File: src/rtl/sensor_pattern_pkg.sv
`default_nettype none
// ============================================================================
// Module   : sensor_pattern_pkg
// Brief    : Shared types and constants for the sensor test-pattern generator.
// Revision : 1.0
// ============================================================================
package sensor_pattern_pkg;

  typedef enum logic [2:0] {
    ST_IDLE   = 3'd0,
    ST_FRONT  = 3'd1,
    ST_LINE   = 3'd2,
    ST_HBLANK = 3'd3,
    ST_BACK   = 3'd4,
    ST_VBLANK = 3'd5
  } state_e;

  typedef enum logic [1:0] {
    PAT_LINE_INC  = 2'd0,
    PAT_FRAME_INC = 2'd1,
    PAT_PIX_INC   = 2'd2,
    PAT_ZERO      = 2'd3
  } pattern_e;

  // fval-high clocks before the first and after the last lval of a frame
  localparam int unsigned c_fb_len = 3;

endpackage
`default_nettype wire

File: src/rtl/pattern_data_gen.sv
`default_nettype none
// ============================================================================
// Module   : pattern_data_gen
// Brief    : Maps pattern select, line, column and frame count to pixel data.
// Revision : 1.0
// ============================================================================
module pattern_data_gen
  import sensor_pattern_pkg::*;
#(
  parameter int DATA_WIDTH  = 10,
  parameter int CHANNEL_NUM = 4
) (
  input  pattern_e                            i_pattern,
  input  logic [DATA_WIDTH-1:0]               i_line,
  input  logic [DATA_WIDTH-1:0]               i_column,
  input  logic [DATA_WIDTH-1:0]               i_frame_cnt,
  output logic [DATA_WIDTH*CHANNEL_NUM-1:0]   o_pix_data
);

  localparam logic [DATA_WIDTH-1:0] c_chan_num = DATA_WIDTH'(CHANNEL_NUM);

  // Only the low DATA_WIDTH bits of column*CHANNEL_NUM+k survive the modulo
  logic [DATA_WIDTH-1:0] w_col_base;
  assign w_col_base = i_column * c_chan_num;

  for (genvar k = 0; k < CHANNEL_NUM; k++) begin : g_chan
    logic [DATA_WIDTH-1:0] w_val;

    always_comb begin
      w_val = '0;
      case (i_pattern)
        PAT_LINE_INC:  w_val = i_line;
        PAT_FRAME_INC: w_val = i_frame_cnt;
        PAT_PIX_INC:   w_val = w_col_base + DATA_WIDTH'(k);
        default:       w_val = '0;
      endcase
    end

    assign o_pix_data[k*DATA_WIDTH +: DATA_WIDTH] = w_val;
  end

endmodule
`default_nettype wire

File: src/rtl/sensor_pattern_gen.sv
`default_nettype none
// ============================================================================
// Module   : sensor_pattern_gen
// Brief    : fval/lval/pixel-data test-pattern source for the sensor stream.
// Revision : 1.0
// ============================================================================
module sensor_pattern_gen
  import sensor_pattern_pkg::*;
#(
  parameter int DATA_WIDTH  = 10,
  parameter int CHANNEL_NUM = 4,
  parameter int REG_WD      = 32
) (
  input  logic                              clk_sensor_pix,
  input  logic                              reset_sensor_n,
  input  logic                              i_clk_en,
  input  logic                              i_enable,
  input  logic [REG_WD-1:0]                 iv_width,
  input  logic [REG_WD-1:0]                 iv_height,
  input  logic [REG_WD-1:0]                 iv_h_blank,
  input  logic [REG_WD-1:0]                 iv_v_blank,
  input  logic [1:0]                        iv_pattern,
  output logic                              o_fval,
  output logic                              o_lval,
  output logic [DATA_WIDTH*CHANNEL_NUM-1:0] ov_pix_data
);

  localparam logic [REG_WD-1:0] c_one     = REG_WD'(1);
  localparam logic [REG_WD-1:0] c_fb_last = REG_WD'(c_fb_len - 1);

  state_e                            r_state, w_state_nxt;
  logic [REG_WD-1:0]                 r_cnt, w_cnt_nxt;
  logic [REG_WD-1:0]                 r_line, w_line_nxt;
  logic [DATA_WIDTH-1:0]             r_frame_cnt, w_frame_nxt;
  logic                              w_latch;
  logic                              w_start;

  logic [REG_WD-1:0]                 r_width;
  logic [REG_WD-1:0]                 r_height;
  logic [REG_WD-1:0]                 r_h_blank;
  logic [REG_WD-1:0]                 r_v_blank;
  pattern_e                          r_pattern;

  logic                              r_fval;
  logic                              r_lval;
  logic [DATA_WIDTH*CHANNEL_NUM-1:0] r_pix;
  logic [DATA_WIDTH*CHANNEL_NUM-1:0] w_pix;

  assign w_start = i_enable && (iv_width != '0) && (iv_height != '0);

  always_ff @(posedge clk_sensor_pix or negedge reset_sensor_n) begin
    if (!reset_sensor_n) begin
      r_state     <= ST_IDLE;
      r_cnt       <= '0;
      r_line      <= '0;
      r_frame_cnt <= '0;
    end else if (i_clk_en) begin
      r_state     <= w_state_nxt;
      r_cnt       <= w_cnt_nxt;
      r_line      <= w_line_nxt;
      r_frame_cnt <= w_frame_nxt;
    end
  end

  always_comb begin
    w_state_nxt = r_state;
    w_cnt_nxt   = r_cnt;
    w_line_nxt  = r_line;
    w_frame_nxt = r_frame_cnt;
    w_latch     = 1'b0;
    case (r_state)
      ST_IDLE: begin
        if (w_start) begin
          w_state_nxt = ST_FRONT;
          w_cnt_nxt   = '0;
          w_latch     = 1'b1;
        end
      end
      ST_FRONT: begin
        if (r_cnt == c_fb_last) begin
          w_state_nxt = ST_LINE;
          w_cnt_nxt   = '0;
          w_line_nxt  = '0;
        end else begin
          w_cnt_nxt = r_cnt + c_one;
        end
      end
      ST_LINE: begin
        if (r_cnt == r_width - c_one) begin
          w_cnt_nxt   = '0;
          w_state_nxt = (r_line == r_height - c_one) ? ST_BACK : ST_HBLANK;
        end else begin
          w_cnt_nxt = r_cnt + c_one;
        end
      end
      ST_HBLANK: begin
        if (r_cnt == r_h_blank - c_one) begin
          w_state_nxt = ST_LINE;
          w_cnt_nxt   = '0;
          w_line_nxt  = r_line + c_one;
        end else begin
          w_cnt_nxt = r_cnt + c_one;
        end
      end
      ST_BACK: begin
        if (r_cnt == c_fb_last) begin
          w_state_nxt = ST_VBLANK;
          w_cnt_nxt   = '0;
          w_frame_nxt = r_frame_cnt + DATA_WIDTH'(1);
        end else begin
          w_cnt_nxt = r_cnt + c_one;
        end
      end
      ST_VBLANK: begin
        if (r_cnt == r_v_blank - c_one) begin
          w_cnt_nxt = '0;
          // i_enable is only sampled here, so a dropped enable finishes the frame
          if (w_start) begin
            w_state_nxt = ST_FRONT;
            w_latch     = 1'b1;
          end else begin
            w_state_nxt = ST_IDLE;
          end
        end else begin
          w_cnt_nxt = r_cnt + c_one;
        end
      end
      default: begin
        w_state_nxt = ST_IDLE;
        w_cnt_nxt   = '0;
      end
    endcase
  end

  // Frame geometry is frozen per frame; zero blanking is stretched to one clock
  always_ff @(posedge clk_sensor_pix or negedge reset_sensor_n) begin
    if (!reset_sensor_n) begin
      r_width   <= '0;
      r_height  <= '0;
      r_h_blank <= c_one;
      r_v_blank <= c_one;
      r_pattern <= PAT_LINE_INC;
    end else if (i_clk_en && w_latch) begin
      r_width   <= iv_width;
      r_height  <= iv_height;
      r_h_blank <= (iv_h_blank == '0) ? c_one : iv_h_blank;
      r_v_blank <= (iv_v_blank == '0) ? c_one : iv_v_blank;
      r_pattern <= pattern_e'(iv_pattern);
    end
  end

  pattern_data_gen #(
    .DATA_WIDTH  (DATA_WIDTH),
    .CHANNEL_NUM (CHANNEL_NUM)
  ) u_pattern_data_gen (
    .i_pattern   (r_pattern),
    .i_line      (r_line[DATA_WIDTH-1:0]),
    .i_column    (r_cnt[DATA_WIDTH-1:0]),
    .i_frame_cnt (r_frame_cnt),
    .o_pix_data  (w_pix)
  );

  // Outputs trail the state register by one clk_en cycle, keeping all three aligned
  always_ff @(posedge clk_sensor_pix or negedge reset_sensor_n) begin
    if (!reset_sensor_n) begin
      r_fval <= 1'b0;
      r_lval <= 1'b0;
      r_pix  <= '0;
    end else if (i_clk_en) begin
      r_fval <= (r_state != ST_IDLE) && (r_state != ST_VBLANK);
      r_lval <= (r_state == ST_LINE);
      r_pix  <= (r_state == ST_LINE) ? w_pix : '0;
    end
  end

  assign o_fval      = r_fval;
  assign o_lval      = r_lval;
  assign ov_pix_data = r_pix;

endmodule
`default_nettype wire

File: config.mk
export PLATFORM = sky130hd
export DESIGN_NAME = sensor_pattern_gen
export DESIGN_NICKNAME = d
export VERILOG_FILES = /design/src/rtl/sensor_pattern_pkg.sv /design/src/rtl/pattern_data_gen.sv /design/src/rtl/sensor_pattern_gen.sv
export SDC_FILE = /design/constraint.sdc
export NUM_CORES = 1
export LEC_CHECK = 0
export BUFFER_PORTS_ARGS = -buffer_cell sky130_fd_sc_hd__buf_2
export CELL_PAD_IN_SITES_DETAIL_PLACEMENT = 0
export CELL_PAD_IN_SITES_GLOBAL_PLACEMENT = 1
export CORE_UTILIZATION = 41
export CTS_CLUSTER_DIAMETER = 100
export DETAILED_ROUTE_END_ITERATION = 10
export HOLD_SLACK_MARGIN = 0.05
export PLACE_DENSITY_LB_ADDON = 0.25
export SLEW_MARGIN = 20
export SYNTH_ARGS = -nofsm -noshare
export SYNTH_HDL_FRONTEND = slang
export SYNTH_SLANG_ARGS = --single-unit
File: constraint.sdc
create_clock -name clk_sensor_pix -period 4.5 [get_ports clk_sensor_pix]
set_input_delay 0 -clock clk_sensor_pix [delete_from_list [all_inputs] [get_ports clk_sensor_pix]]
set_output_delay 0 -clock clk_sensor_pix [all_outputs]
set_load 0.05 [all_outputs]
Word level (Yosys, flattened, before mapping) --
Cells that the tools add are included.
Cells by class: $lt $le $gt $ge 0, eq/ne operators 19, reduce and logical (&&, ||, !) cells 17, shift-type cells 0, $mul 0, bitwise gates (word level) 0, divide/modulo/power cells 0, mux-type cells 28, add/subtract/negate cells 10
Operator list (number):
- two-way mux 32 bit | 9
- one-hot mux 32 bit (5 select lines) | 1
- == test 32 bit | 4
- subtractor 32 x 1 -> 32 bit, second input constant | 4
- one-hot mux 10 bit (3 select lines) | 4
- adder 32 x 1 -> 32 bit, second input constant | 2
- logical NOT 32 bit | 2
- one-hot mux 32 bit (2 select lines) | 1
- nonzero test 32 bit | 2
- two-way mux 40 bit | 1
- == test 32 x 2 -> 1 bit, second input constant | 1
- two-way mux 3 bit | 7
- adder 10 x 1 -> 10 bit, second input constant | 2
- adder 10 x 2 -> 10 bit, second input constant | 2
- one-hot mux 3 bit (6 select lines) | 1
- != test 2 bit, second input constant | 6
- AND reduction 7 bit | 1
- == test 3 x 2 -> 1 bit, second input constant | 2
- == test 3 bit, second input constant | 2
- logical AND 1 bit | 4
- AND reduction 4 bit | 1
- == test 3 x 1 -> 1 bit, second input constant | 1
- logical NOT 3 bit | 1
- two-way mux 1 bit | 3
- 10 further kinds | 10
Word-level totals: memories 0, memory bits (writable) 0, bits in registers 249, input port bits 134, output and inout bits 42, bits in latches 0, bits in read-only memories 0, word-level logic and storage cells 86

Longest topological paths before layout --
Gate-level depths: netlist of the first run.
word-level depth 7, mapped depth 15, gate-level depth less buffers 12

Modules after synthesis --
From an unflattened synthesis of the first run, not the netlist that was laid out.
Second synthesis, totals: cell total of the unflattened synthesis 1759, area total of the unflattened synthesis 16408.2 µm²
Modules (own cells, without submodules):
- sensor_pattern_gen | cells an instance 1703, sequential area each 6233.5 µm², instances 1, area an instance 15969.1 µm²
- pattern_data_gen | cells an instance 56, sequential area each 0.0 µm², instances 1, area an instance 439.2 µm²

Least setup slack after synthesis of the first run --
OpenSTA, ideal clock, no wires.
kind register -> register, start point register r_h_blank[1], end point register r_line[29], setup time 0.078 ns, stages on the path, launching flop included 14, period minus slack after synthesis 4.228 ns, arrival time 4.149 ns, buffers on the path 1, data required time 4.422 ns, slack 0.272 ns, cell sequence dfrtp_1 -> inv_1 -> ha_1 -> nor3b_1 -> nand2_1 -> nor4_1 -> mux2_1 -> a31o_2 -> a2111oi_4 -> a21oi_2 -> or4_4 -> buf_6 -> or4_1 -> a21oi_1
On the way: longest elaborated chain between the ends 4
Ends and longest elaborated chain:
- from (decl) | line sensor_pattern_gen.sv:40 | logic [REG_WD-1:0] r_h_blank;
- from (signal assigned) | line sensor_pattern_gen.sv:140 | r_h_blank <= c_one;
- from (signal assigned) | line sensor_pattern_gen.sv:146 | r_h_blank <= (iv_h_blank == '0) ? c_one : iv_h_blank;
- subtractor 32 x 1 -> 32 bit | line sensor_pattern_gen.sv:97 | if (r_cnt == r_h_blank - c_one) begin
- == test 32 bit | line sensor_pattern_gen.sv:97
- != test 2 bit (no line)
- AND reduction 4 bit (no line)
- to (signal assigned) | line sensor_pattern_gen.sv:60 | r_line <= w_line_nxt;
- to (decl) | line sensor_pattern_gen.sv:33 | logic [REG_WD-1:0] r_line, w_line_nxt;
No other way between the ends. A chain may end at the register's enable or synchronous reset.

Worst setup path in the final report of the first run --
start point register r_h_blank[1], end point register r_line[30]
Same word-level chain as after synthesis.

==> impl_metrics.env, run 1 <==
export IMPL_outcome="completed"
export IMPL_crit_fanout=12
export IMPL_ctsHtreeMaxLevel=1
export IMPL_grt_pass1_vias=12800
export IMPL_grt_overflow_total=0
export IMPL_synth_cell_types=76
export IMPL_ys_seq_elements=221
export IMPL_die_area_um2=37000
export IMPL_place_congestion=0.905
export IMPL_drc_errors=0
export IMPL_path_cells="inv_1, ha_1, nor3b_1, nand2_1, nor4_1, mux2_1, a31o_2, a2111oi_4, a21oi_2, or4_4, or4_1, a21oi_1"
export IMPL_cpLargestDelayFamily="simple AND/OR/NAND/NOR gates"
export IMPL_startpoint_type="register"
export IMPL_drtPass1Iterations=5
export IMPL_worstMarginPinSlew_ns=0.943
export IMPL_yosys_area_share_simple_pct=23.8
export IMPL_critical_path_class="reg -> reg"
export IMPL_cap_violations=0
export IMPL_area_delta_synth_final_pct=23.6
export IMPL_crit_required_ns=4.97
export IMPL_async_flop_share_pct=100
export IMPL_clockRootBuffer="clkbuf_16"
export IMPL_max_freq_mhz=239
export IMPL_p_int_mw=3.83
export IMPL_endpoint_kind="register"
export IMPL_pwr_share_comb_pct=21.5
export IMPL_port_buffers=175
export IMPL_synth_top_family_by_area="simple AND/OR/NAND/NOR gates"
export IMPL_ir_worst_vdd_mv=0.352
export IMPL_synth_fa_ha_area_share_pct=0.674
export IMPL_die_y_um=192
export IMPL_cts_buffer_depth=3
export IMPL_setup_viol=0
export IMPL_worst_r2r_cell_count=12
export IMPL_crit_buf_inv=1
export IMPL_yosysWarnings=0
export IMPL_synthMuxAreaShare_pct=11.2
export IMPL_grt_setup_unrepaired="false"
export IMPL_antenna_found_initial=0
export IMPL_cts_tree="done"
export IMPL_holdWs_ns=0.0741
export IMPL_p_leak_nw=8.63
export IMPL_layout_drive_gt1_share_pct=15.3
export IMPL_diodes=0
export IMPL_path_depth=12
export IMPL_sequentialPowerShare_pct=38.7
export IMPL_synth_edf_count=0
export IMPL_final_antenna_net_count=0
export IMPL_coreArea_um2=35600
export IMPL_crit_slowest_cell="or4_4"
export IMPL_initial_core_util_pct=41.7
export IMPL_wl_per_cell_um=19.1
export IMPL_fin_skew_ns=0.0163
export IMPL_swShare_pct=31.0
export IMPL_powerDensity_nw_per_um2=302
export IMPL_layout_min_cycle_time_ns=4.18
export IMPL_synth_compound_gate_area_share_pct=9.61
export IMPL_final_nets=2012
export IMPL_avgSynthCellArea_um2=9.19
export IMPL_power_frac_clock_pct=39.8
export IMPL_netlist_area_um2=14800
export IMPL_fin_crit_sh_pct=92.9
export IMPL_grt_max_degree=114
export IMPL_numCtsBuffers=28
export IMPL_synthFlopType="dfrtp_1"
export IMPL_vias_per_cell=5.62
export IMPL_dp_hpwl_um=31700
export IMPL_hold_viol=0
export IMPL_clkSinkCount=221
export IMPL_rows=69
export IMPL_dr_total_vias=13200
export IMPL_clk_pin_slew_ns=0.06
export IMPL_cts_resized=0
export IMPL_maxSlewHeadroom_pct=37.1
export IMPL_hold_path_class="in -> async"
export IMPL_p_sw_mw=1.72
export IMPL_clkLatencyLatePin_ns=0.56
export IMPL_fin_tns_setup_ns=0
export IMPL_synth_cells=1615
export IMPL_crit_path_max_incr_delay_ns=0.62
export IMPL_drt_iter0_drc=813
export IMPL_final_max_slew_viol_count=0
export IMPL_critPathArrivalTime_ns=4.65
export IMPL_reg2reg_slack_ns=0.32
export IMPL_syn_num_nets=1757
export IMPL_io_pins=176
export IMPL_wirelength_um=44900
export IMPL_grt_util_all_layers_pct=24.4
export IMPL_synth_xor_area_share_pct=12.2
export IMPL_chipWidth_um=192
export IMPL_synth_seq_area_share_pct=37.3
export IMPL_grt_pass1_wl_um=70500
## registers in the layout, summed over array words and instances (netlist names)
signal       cells
r_cnt           32
r_frame_cnt     10
r_width         32
r_pattern        2
r_line          32
o_fval           1
r_state          3
ov_pix_data     12
r_h_blank       32
r_height        32
r_v_blank       32
o_lval           1
## synth_stat cells (12+ instances only)
master	n	area, um2
a21oi_1	38	190
a31oi_1	20	125
and3_1	28	175
buf_1	16	60.1
buf_4	28	210
clkbuf_1	83	312
dfrtp_1	219	5480
inv_1	50	188
mux2_1	129	1450
mux2i_1	19	190
nand2_1	104	390
nand2b_1	12	75.1
nand3_1	58	290
nand3b_1	14	105
nand4_1	43	269
nor2_1	98	368
nor3_1	63	315
nor3b_1	16	120
nor4_1	101	632
o21ai_0	16	80.1
o21ai_1	36	180
o22ai_1	21	131
o31ai_1	13	97.6
or3_1	17	106
or4_1	22	165
xnor2_1	126	1100
xor2_1	80	701
## power groups by stage
| stage | Sequential, mW | Combinational, mW | Clock, mW |
|---|---|---|---|
| 2_1_floorplan | 2.21 | 0.666 | 0 |
| 3_3_place_gp | 2.18 | 1.10 | 0 |
| 3_5_place_dp | 2.18 | 1.11 | 0 |
| 4_1_cts | 2.15 | 1.20 | 2.27 |
| 5_1_grt | 2.16 | 1.29 | 2.34 |
| 6_report | 2.15 | 1.19 | 2.21 |
## repair_timing
action,in CTS,in global routing
hold endpoints to repair,242,0
hold buffers,131,0
buffers inserted,0,0
## stage by stage
step | worst slack (ns) | cell area, um2 | power, mW | util [%] | std cells
floorplan | 0.272 | 14800 | 2.88 | - | 1615
global placement | 0.421 | 16100 | 3.28 | 45.4 | 2170
detailed placement | 0.357 | 16100 | 3.29 | 45.4 | 2170
CTS | 0.327 | 18400 | 5.61 | 51.6 | 2352
global route | 0.0351 | 18400 | 5.79 | 51.6 | 2352
finish | 0.318 | 18400 | 5.55 | 51.6 | 2352
## metal layers
metal | GRT usage (%) | up-vias | part of all wire [%] | wire length (um)
li1 | - | 6397 | - | -
met1 | 31.2 | 6421 | 43 | 19400
met2 | 42.3 | 306 | 49 | 22200
met3 | 2.91 | 94 | 3.9 | 1750
met4 | 8.45 | 0 | 3.5 | 1580
met5 | 0 | - | 0 | 0
## final timing paths
kind / from / to
worst max-delay path: r_h_blank[1] / r_line[30]
worst min-delay path: reset_sensor_n / r_v_blank[14]
worst max register to register: r_h_blank[1] / r_line[30]
worst min register to register: r_frame_cnt[9] / r_frame_cnt[9]
max in group asynchronous: reset_sensor_n / r_height[9]
min in group clk_sensor_pix: i_clk_en / ov_pix_data[30]
## kinds of logic after synthesis
| family | after synthesis |
|---|---|
| simple gates | 635 |
| flops | 221 |
| compound gates | 215 |
| xor+xnor | 206 |
| buf+inv | 180 |
| mux | 150 |
| fa+ha+maj | 8 |
## cell usage in the layout (no fill, tap or decap), types with 58 or more instances in the layout
cell / n
nor2_1: 98
mux2_1: 129
dfrtp_1: 219
nand3_1: 58
nand2_1: 104
dlygate4sd3_1: 131
buf_2: 174
xor2_1: 80
nor4_1: 101
xnor2_1: 126
nor3_1: 63
## cell type report
class | instances | area, um2
clock inverters | 5 | 52.6
multi-input cells | 1214 | 8530
well taps | 461 | 577
fillers | 3295 | 17200
flip-flops and latches | 221 | 5530
clock buffers | 46 | 860
repair buffers | 355 | 2620
inverters | 50 | 188
## worst reg2reg max path, cell delays in order, from the launching register on
cell,delay [ns]
dfrtp_1,0.43
inv_1,0.08
ha_1,0.20
nor3b_1,0.29
nand2_1,0.25
nor4_1,0.51
mux2_1,0.37
a31o_2,0.23
a2111oi_4,0.33
a21oi_2,0.11
or4_4,0.62
or4_1,0.52
a21oi_1,0.15
Power figures use the tool's default switching activity.
==> inputs of run 2 (changes only) <==
Settings changed: PLACE_DENSITY_LB_ADDON 0.25 to 0.1.
==> impl_metrics.env, run 2 (synthesis gave the netlist of run 1 again) <==
export IMPL_outcome="completed"
export IMPL_fin_skew_ns=0.0237
export IMPL_wirelength_um=44700
export IMPL_reg2reg_slack_ns=0.22
export IMPL_grt_overflow_total=0
export IMPL_swShare_pct=31.4
export IMPL_cpLargestDelayFamily="simple AND/OR/NAND/NOR gates"
export IMPL_sequentialPowerShare_pct=37.7
export IMPL_grt_setup_unrepaired="false"
export IMPL_cts_tree="done"
export IMPL_power_frac_clock_pct=41.1
export IMPL_final_antenna_net_count=0
export IMPL_crit_fanout=12
export IMPL_max_freq_mhz=234
export IMPL_setup_viol=0
export IMPL_drt_iter0_drc=653
export IMPL_io_pins=176
export IMPL_drc_errors=0
export IMPL_grt_pass1_wl_um=70700
export IMPL_final_max_slew_viol_count=0
export IMPL_wl_per_cell_um=18.9
export IMPL_chipWidth_um=192
export IMPL_drtPass1Iterations=5
export IMPL_endpoint_kind="register"
export IMPL_crit_buf_inv=2
export IMPL_path_cells="inv_1, ha_1, nor3b_1, buf_4, and3_1, a311oi_1, nand4_1, or4_4, a2111oi_4, a21oi_2, or4_4, or4_1, a21oi_1"
export IMPL_cap_violations=0
export IMPL_hold_path_class="in -> reg"
export IMPL_final_cell_mix="dfrtp_1 (219), buf_2 (174), dlygate4sd3_1 (131)"
export IMPL_die_area_um2=37000
export IMPL_fin_crit_sh_pct=95.0
export IMPL_vias_per_cell=5.55
export IMPL_initial_core_util_pct=41.7
export IMPL_crit_required_ns=4.97
export IMPL_dr_total_vias=13200
export IMPL_startpoint_type="register"
export IMPL_ir_worst_vdd_mv=0.299
export IMPL_p_leak_nw=8.74
export IMPL_critical_path_class="reg -> reg"
export IMPL_clockRootBuffer="clkbuf_16"
export IMPL_clk_pin_slew_ns=0.06
export IMPL_crit_path_frequent_cell="or4_4"
export IMPL_grt_pass1_vias=12800
export IMPL_coreArea_um2=35600
export IMPL_final_nets=2029
export IMPL_area_delta_synth_final_pct=24.9
export IMPL_ctsHtreeMaxLevel=1
export IMPL_layout_min_cycle_time_ns=4.28
export IMPL_layout_drive_gt1_share_pct=16.4
export IMPL_crit_path_max_incr_delay_ns=0.62
export IMPL_powerDensity_nw_per_um2=308
export IMPL_fin_util_pct=52.2
export IMPL_antenna_found_initial=0
export IMPL_critPathArrivalTime_ns=4.75
export IMPL_p_sw_mw=1.79
export IMPL_dp_hpwl_um=32600
export IMPL_cts_buffer_depth=3
export IMPL_grt_max_degree=122
export IMPL_pwr_share_comb_pct=21.2
export IMPL_seq_area_um2=5530
export IMPL_hold_viol=0
export IMPL_multi_input_area_um2=8540
export IMPL_die_y_um=192
export IMPL_final_common_cell="dfrtp_1"
export IMPL_fill_cells=3279
export IMPL_diodes=0
export IMPL_fin_tns_setup_ns=0
export IMPL_clkSinkCount=221
export IMPL_p_int_mw=3.92
export IMPL_numCtsBuffers=28
export IMPL_port_buffers=175
export IMPL_worstMarginPinSlew_ns=0.994
export IMPL_place_congestion=0.887
export IMPL_rows=69
export IMPL_crit_slowest_cell="or4_4"
export IMPL_clkLatencyLatePin_ns=0.57
export IMPL_grt_util_all_layers_pct=24.5
export IMPL_maxSlewHeadroom_pct=33.6
[run 2: power groups by stage]
| stage | Sequential [mW] | Combinational (mW) | Clock [mW] |
|---|---|---|---|
| 2_1_floorplan | 2.21 | 0.666 | 0 |
| 3_3_place_gp | 2.19 | 1.12 | 0 |
| 3_5_place_dp | 2.19 | 1.13 | 0 |
| 4_1_cts | 2.15 | 1.21 | 2.42 |
| 5_1_grt | 2.16 | 1.32 | 2.50 |
| 6_report | 2.15 | 1.21 | 2.35 |
[run 2: layer usage]
layer / wire (um) / global-route usage (%) / up-vias
li1: - / - / 6451
met1: 20000 / 31.7 / 6332
met2: 21700 / 42.5 / 289
met3: 1610 / 3.18 / 79
met4: 1400 / 7.63 / 0
met5: 0 / 0 / -
[run 2: final timing paths]
path | endpoint | startpoint | cells past startpoint
hold reg to reg | r_frame_cnt[5] | r_frame_cnt[5] | 1
max in group asynchronous | o_fval | reset_sensor_n | 3
setup reg to reg | r_line[28] | r_h_blank[0] | 13
min in group asynchronous | r_v_blank[30] | reset_sensor_n | 2
setup / recovery | r_line[28] | r_h_blank[0] | 13
hold / removal | ov_pix_data[11] | i_clk_en | 3
[run 2: timing repair]
| item | 4_1_cts | 5_1_grt |
|---|---|---|
| endpoints found under the setup margin | 0 | 4 |
| setup buffers | 0 | 0 |
| hold buffers | 131 | 0 |
| hold endpoints to repair | 250 | 0 |
| resized for setup | 0 | 2 |
[run 2: worst min-delay path: stages]
cell	delay (ns)
buf_2	0.12
buf_4	0.28
o32ai_1	0.16
[run 2: final cells by class]
| type | count | share of cell area, % |
|---|---|---|
| Clock buffer | 40 | 4.40 |
| Clock inverter | 12 | 0.816 |
| Inverter | 50 | 1.01 |
| Multi-Input combinational cell | 1214 | 46.0 |
| Sequential cell | 221 | 29.8 |
| Tap cell | 461 | 3.11 |
| Timing Repair Buffer | 372 | 14.8 |
[run 2: per-stage QoR]
step           cell area (um2)  hold WS (ns)  total power, mW  instances  worst slack [ns]
2_1_floorplan            14800        -0.296             2.88       1615             0.272
5_1_grt                  18600        0.0694             5.98       2370            0.0258
6_report                 18600        0.0699             5.70       2370             0.225
3_3_place_gp             16300         0.164             3.30       2187             0.330
4_1_cts                  18500        0.0509             5.79       2370             0.174
3_5_place_dp             16300         0.160             3.31       2187             0.220
==> inputs of run 3 (changes only) <==
--- a/config.mk
+++ b/config.mk
@@ -10,3 +10,3 @@
 export CELL_PAD_IN_SITES_GLOBAL_PLACEMENT = 1
-export CORE_UTILIZATION = 41
+export CORE_UTILIZATION = 42
 export CTS_CLUSTER_DIAMETER = 100
@@ -18,2 +18,3 @@
 export SYNTH_HDL_FRONTEND = slang
+export SYNTH_HIERARCHICAL = 1
 export SYNTH_SLANG_ARGS = --single-unit
==> constraint.sdc (replaced) <==
create_clock -name clk_sensor_pix -period 4.5 [get_ports clk_sensor_pix]
set_input_delay 0.675 -clock clk_sensor_pix [delete_from_list [all_inputs] [get_ports clk_sensor_pix]]
set_output_delay 0.675 -clock clk_sensor_pix [all_outputs]
set_load 0.05 [all_outputs]
==> impl_metrics.env, run 3 <==
export IMPL_maxSlewHeadroom_pct=29.7
export IMPL_multi_input_area_um2=9360
export IMPL_place_congestion=0.895
export IMPL_avgSynthCellArea_um2=9.33
export IMPL_ir_worst_vdd_mv=0.331
export IMPL_endpoint_kind="register"
export IMPL_cap_violations=0
export IMPL_synthFlopType="dfrtp_1"
export IMPL_wl_per_cell_um=20.1
export IMPL_coreArea_um2=38600
export IMPL_fin_tns_setup_ns=0
export IMPL_reg2reg_slack_ns=0.22
export IMPL_synth_cells=1759
export IMPL_io_pins=176
export IMPL_grt_pass1_vias=13400
export IMPL_drt_iter0_drc=1007
export IMPL_crit_required_ns=4.96
export IMPL_fin_util_pct=49.1
export IMPL_ctsHtreeMaxLevel=1
export IMPL_clkLatencyLatePin_ns=0.58
export IMPL_final_nets=2025
export IMPL_synth_seq_area_share_pct=38.0
export IMPL_grt_overflow_total=0
export IMPL_startpoint_type="register"
export IMPL_cts_buffer_depth=3
export IMPL_r2r_end="r_cnt[15]"
export IMPL_netlist_area_um2=16400
export IMPL_timing_rr_start="r_h_blank[1]"
export IMPL_synth_most_common_cell="dfrtp_1"
export IMPL_max_freq_mhz=233
export IMPL_async_flop_share_pct=100
export IMPL_final_common_cell="dfrtp_1"
export IMPL_seq_area_um2=6230
export IMPL_diodes=0
export IMPL_total_power_mw=11.4
export IMPL_setup_viol=0
export IMPL_clkSinkCount=249
export IMPL_worstMarginPinSlew_ns=1.05
export IMPL_fill_cells=3722
export IMPL_area_delta_synth_final_pct=15.4
export IMPL_die_y_um=200
export IMPL_outcome="completed"
export IMPL_vias_per_cell=5.79
export IMPL_drtPass1Iterations=7
export IMPL_die_area_um2=39900
export IMPL_initial_core_util_pct=42.6
export IMPL_drc_errors=0
export IMPL_worst_r2r_cell_count=13
export IMPL_chipWidth_um=200
export IMPL_grt_setup_unrepaired="false"
export IMPL_fin_skew_ns=0.0171
export IMPL_p_leak_nw=7.68
export IMPL_rows=72
export IMPL_clk_pin_slew_ns=0.06
export IMPL_largest_register_ff_count=40
export IMPL_crit_fanout=24
export IMPL_layout_drive_gt1_share_pct=19.6
export IMPL_dp_hpwl_um=35800
export IMPL_synth_cell_types=83
export IMPL_fin_crit_sh_pct=95.2
export IMPL_grt_pass1_wl_um=77300
export IMPL_final_cell_mix="dfrtp_1 (247), buf_2 (174), nand2_1 (134)"
export IMPL_final_antenna_net_count=0
export IMPL_syn_num_nets=1901
export IMPL_netlist_area_leader_share_pct=37.7
export IMPL_grt_max_degree=100
export IMPL_critical_path_class="reg -> reg"
export IMPL_synth_edf_count=0
export IMPL_clockRootBuffer="clkbuf_16"
export IMPL_wirelength_um=48800
export IMPL_layout_min_cycle_time_ns=4.28
export IMPL_powerDensity_nw_per_um2=600
export IMPL_holdBufCountCts=0
export IMPL_numCtsBuffers=29
export IMPL_port_buffers=175
export IMPL_yosysWarnings=6
export IMPL_final_max_slew_viol_count=0
export IMPL_hold_viol=0
export IMPL_critPathArrivalTime_ns=4.74
export IMPL_yosysTopAreaCell="dfrtp_1"
export IMPL_antenna_found_initial=0
export IMPL_synth_common_cells="dfrtp_1 (247), nand2_1 (134), nor2_1 (126), xnor2_1 (116), nor4_1 (86)"
export IMPL_synth_area_leaders="dfrtp_1 (38%), xnor2_1 (6.2%), mux2_1 (5.2%)"
export IMPL_dr_total_vias=14000
export IMPL_hold_path_class="in -> async"
export IMPL_cts_tree="done"
export IMPL_ys_seq_elements=249
export IMPL_grt_util_all_layers_pct=24.8
run 3: layout make-up:
type | count | area share, %
multi-input combinational | 1327 | 49.4
clock inverter | 17 | 1.53
sequential | 249 | 32.9
tap | 518 | 3.42
timing repair buffer | 237 | 7.55
inverter | 39 | 0.773
clock buffer | 37 | 4.36
run 3: cell families (layout without fill, tap and decap cells):
kind of cell / after synthesis / count (layout) / share of synthesized area, %
compound gates: 272 / 272 / 12.0
buf+inv: 183 / 330 / 5.20
mux: 154 / 154 / 10.4
flops: 249 / 249 / 38.0
fa+ha+maj: 9 / 9 / 0.671
xor+xnor: 196 / 196 / 10.5
simple gates: 696 / 696 / 23.2
run 3: where the power goes:
part | internal (mW) | switching (mW) | total (mW)
clock | 1.70 | 1.02 | 2.72
sequential | 2.93 | 1.23 | 4.16
combinational | 2.13 | 2.35 | 4.49
total | 6.77 | 4.60 | 11.4
run 3: how the worst max path moves through the flow:
stage	from	end	slack, ns	cells after the start
global route	r_h_blank[1]	r_cnt[15]	0.02	13
CTS	r_h_blank[1]	r_cnt[15]	0.06	13
floorplan	r_v_blank[0]	r_h_blank[8]	0.75	14
finish	r_h_blank[1]	r_cnt[15]	0.22	13
global placement	r_h_blank[0]	r_cnt[15]	0.20	13
detailed placement	r_h_blank[1]	r_cnt[15]	0.07	13
run 3: timing repair:
action                     CTS  global route
setup buffers                0             0
setup endpoints to repair    0            19
resized for setup            0             4
run 3: worst max-delay path, cell delays in order (launching register included):
cell and delay [ns]:
dfrtp_1 0.43, inv_1 0.07, ha_1 0.20, or3b_2 0.50, or3_1 0.38, a22oi_1 0.24
o221ai_1 0.16, or4_1 0.54, nor4_4 0.41, o21ai_1 0.23, a211oi_4 0.33, buf_6 0.27
o21ai_0 0.12, a22o_1 0.28
run 3: metal layers:
layer | vias up | global-route usage [%] | wire [um]
li1 | 6707 | - | -
met3 | 44 | 3.16 | 2470
met4 | 0 | 5.97 | 837
met1 | 6903 | 36.6 | 23900
met2 | 378 | 38.2 | 21600
met5 | - | 0 | 0
run 3: metrics by stage:
stage	worst slack (ns)	instances	cell area [um2]	hold WS, ns
6_report	0.216	2424	18900	0.0503
5_1_grt	0.0203	2424	18900	0.0919
4_1_cts	0.0614	2424	18900	0.0718
3_5_place_dp	0.0707	2370	17800	0.468
3_3_place_gp	0.204	2370	17800	0.463
2_1_floorplan	0.748	1759	16400	0.379
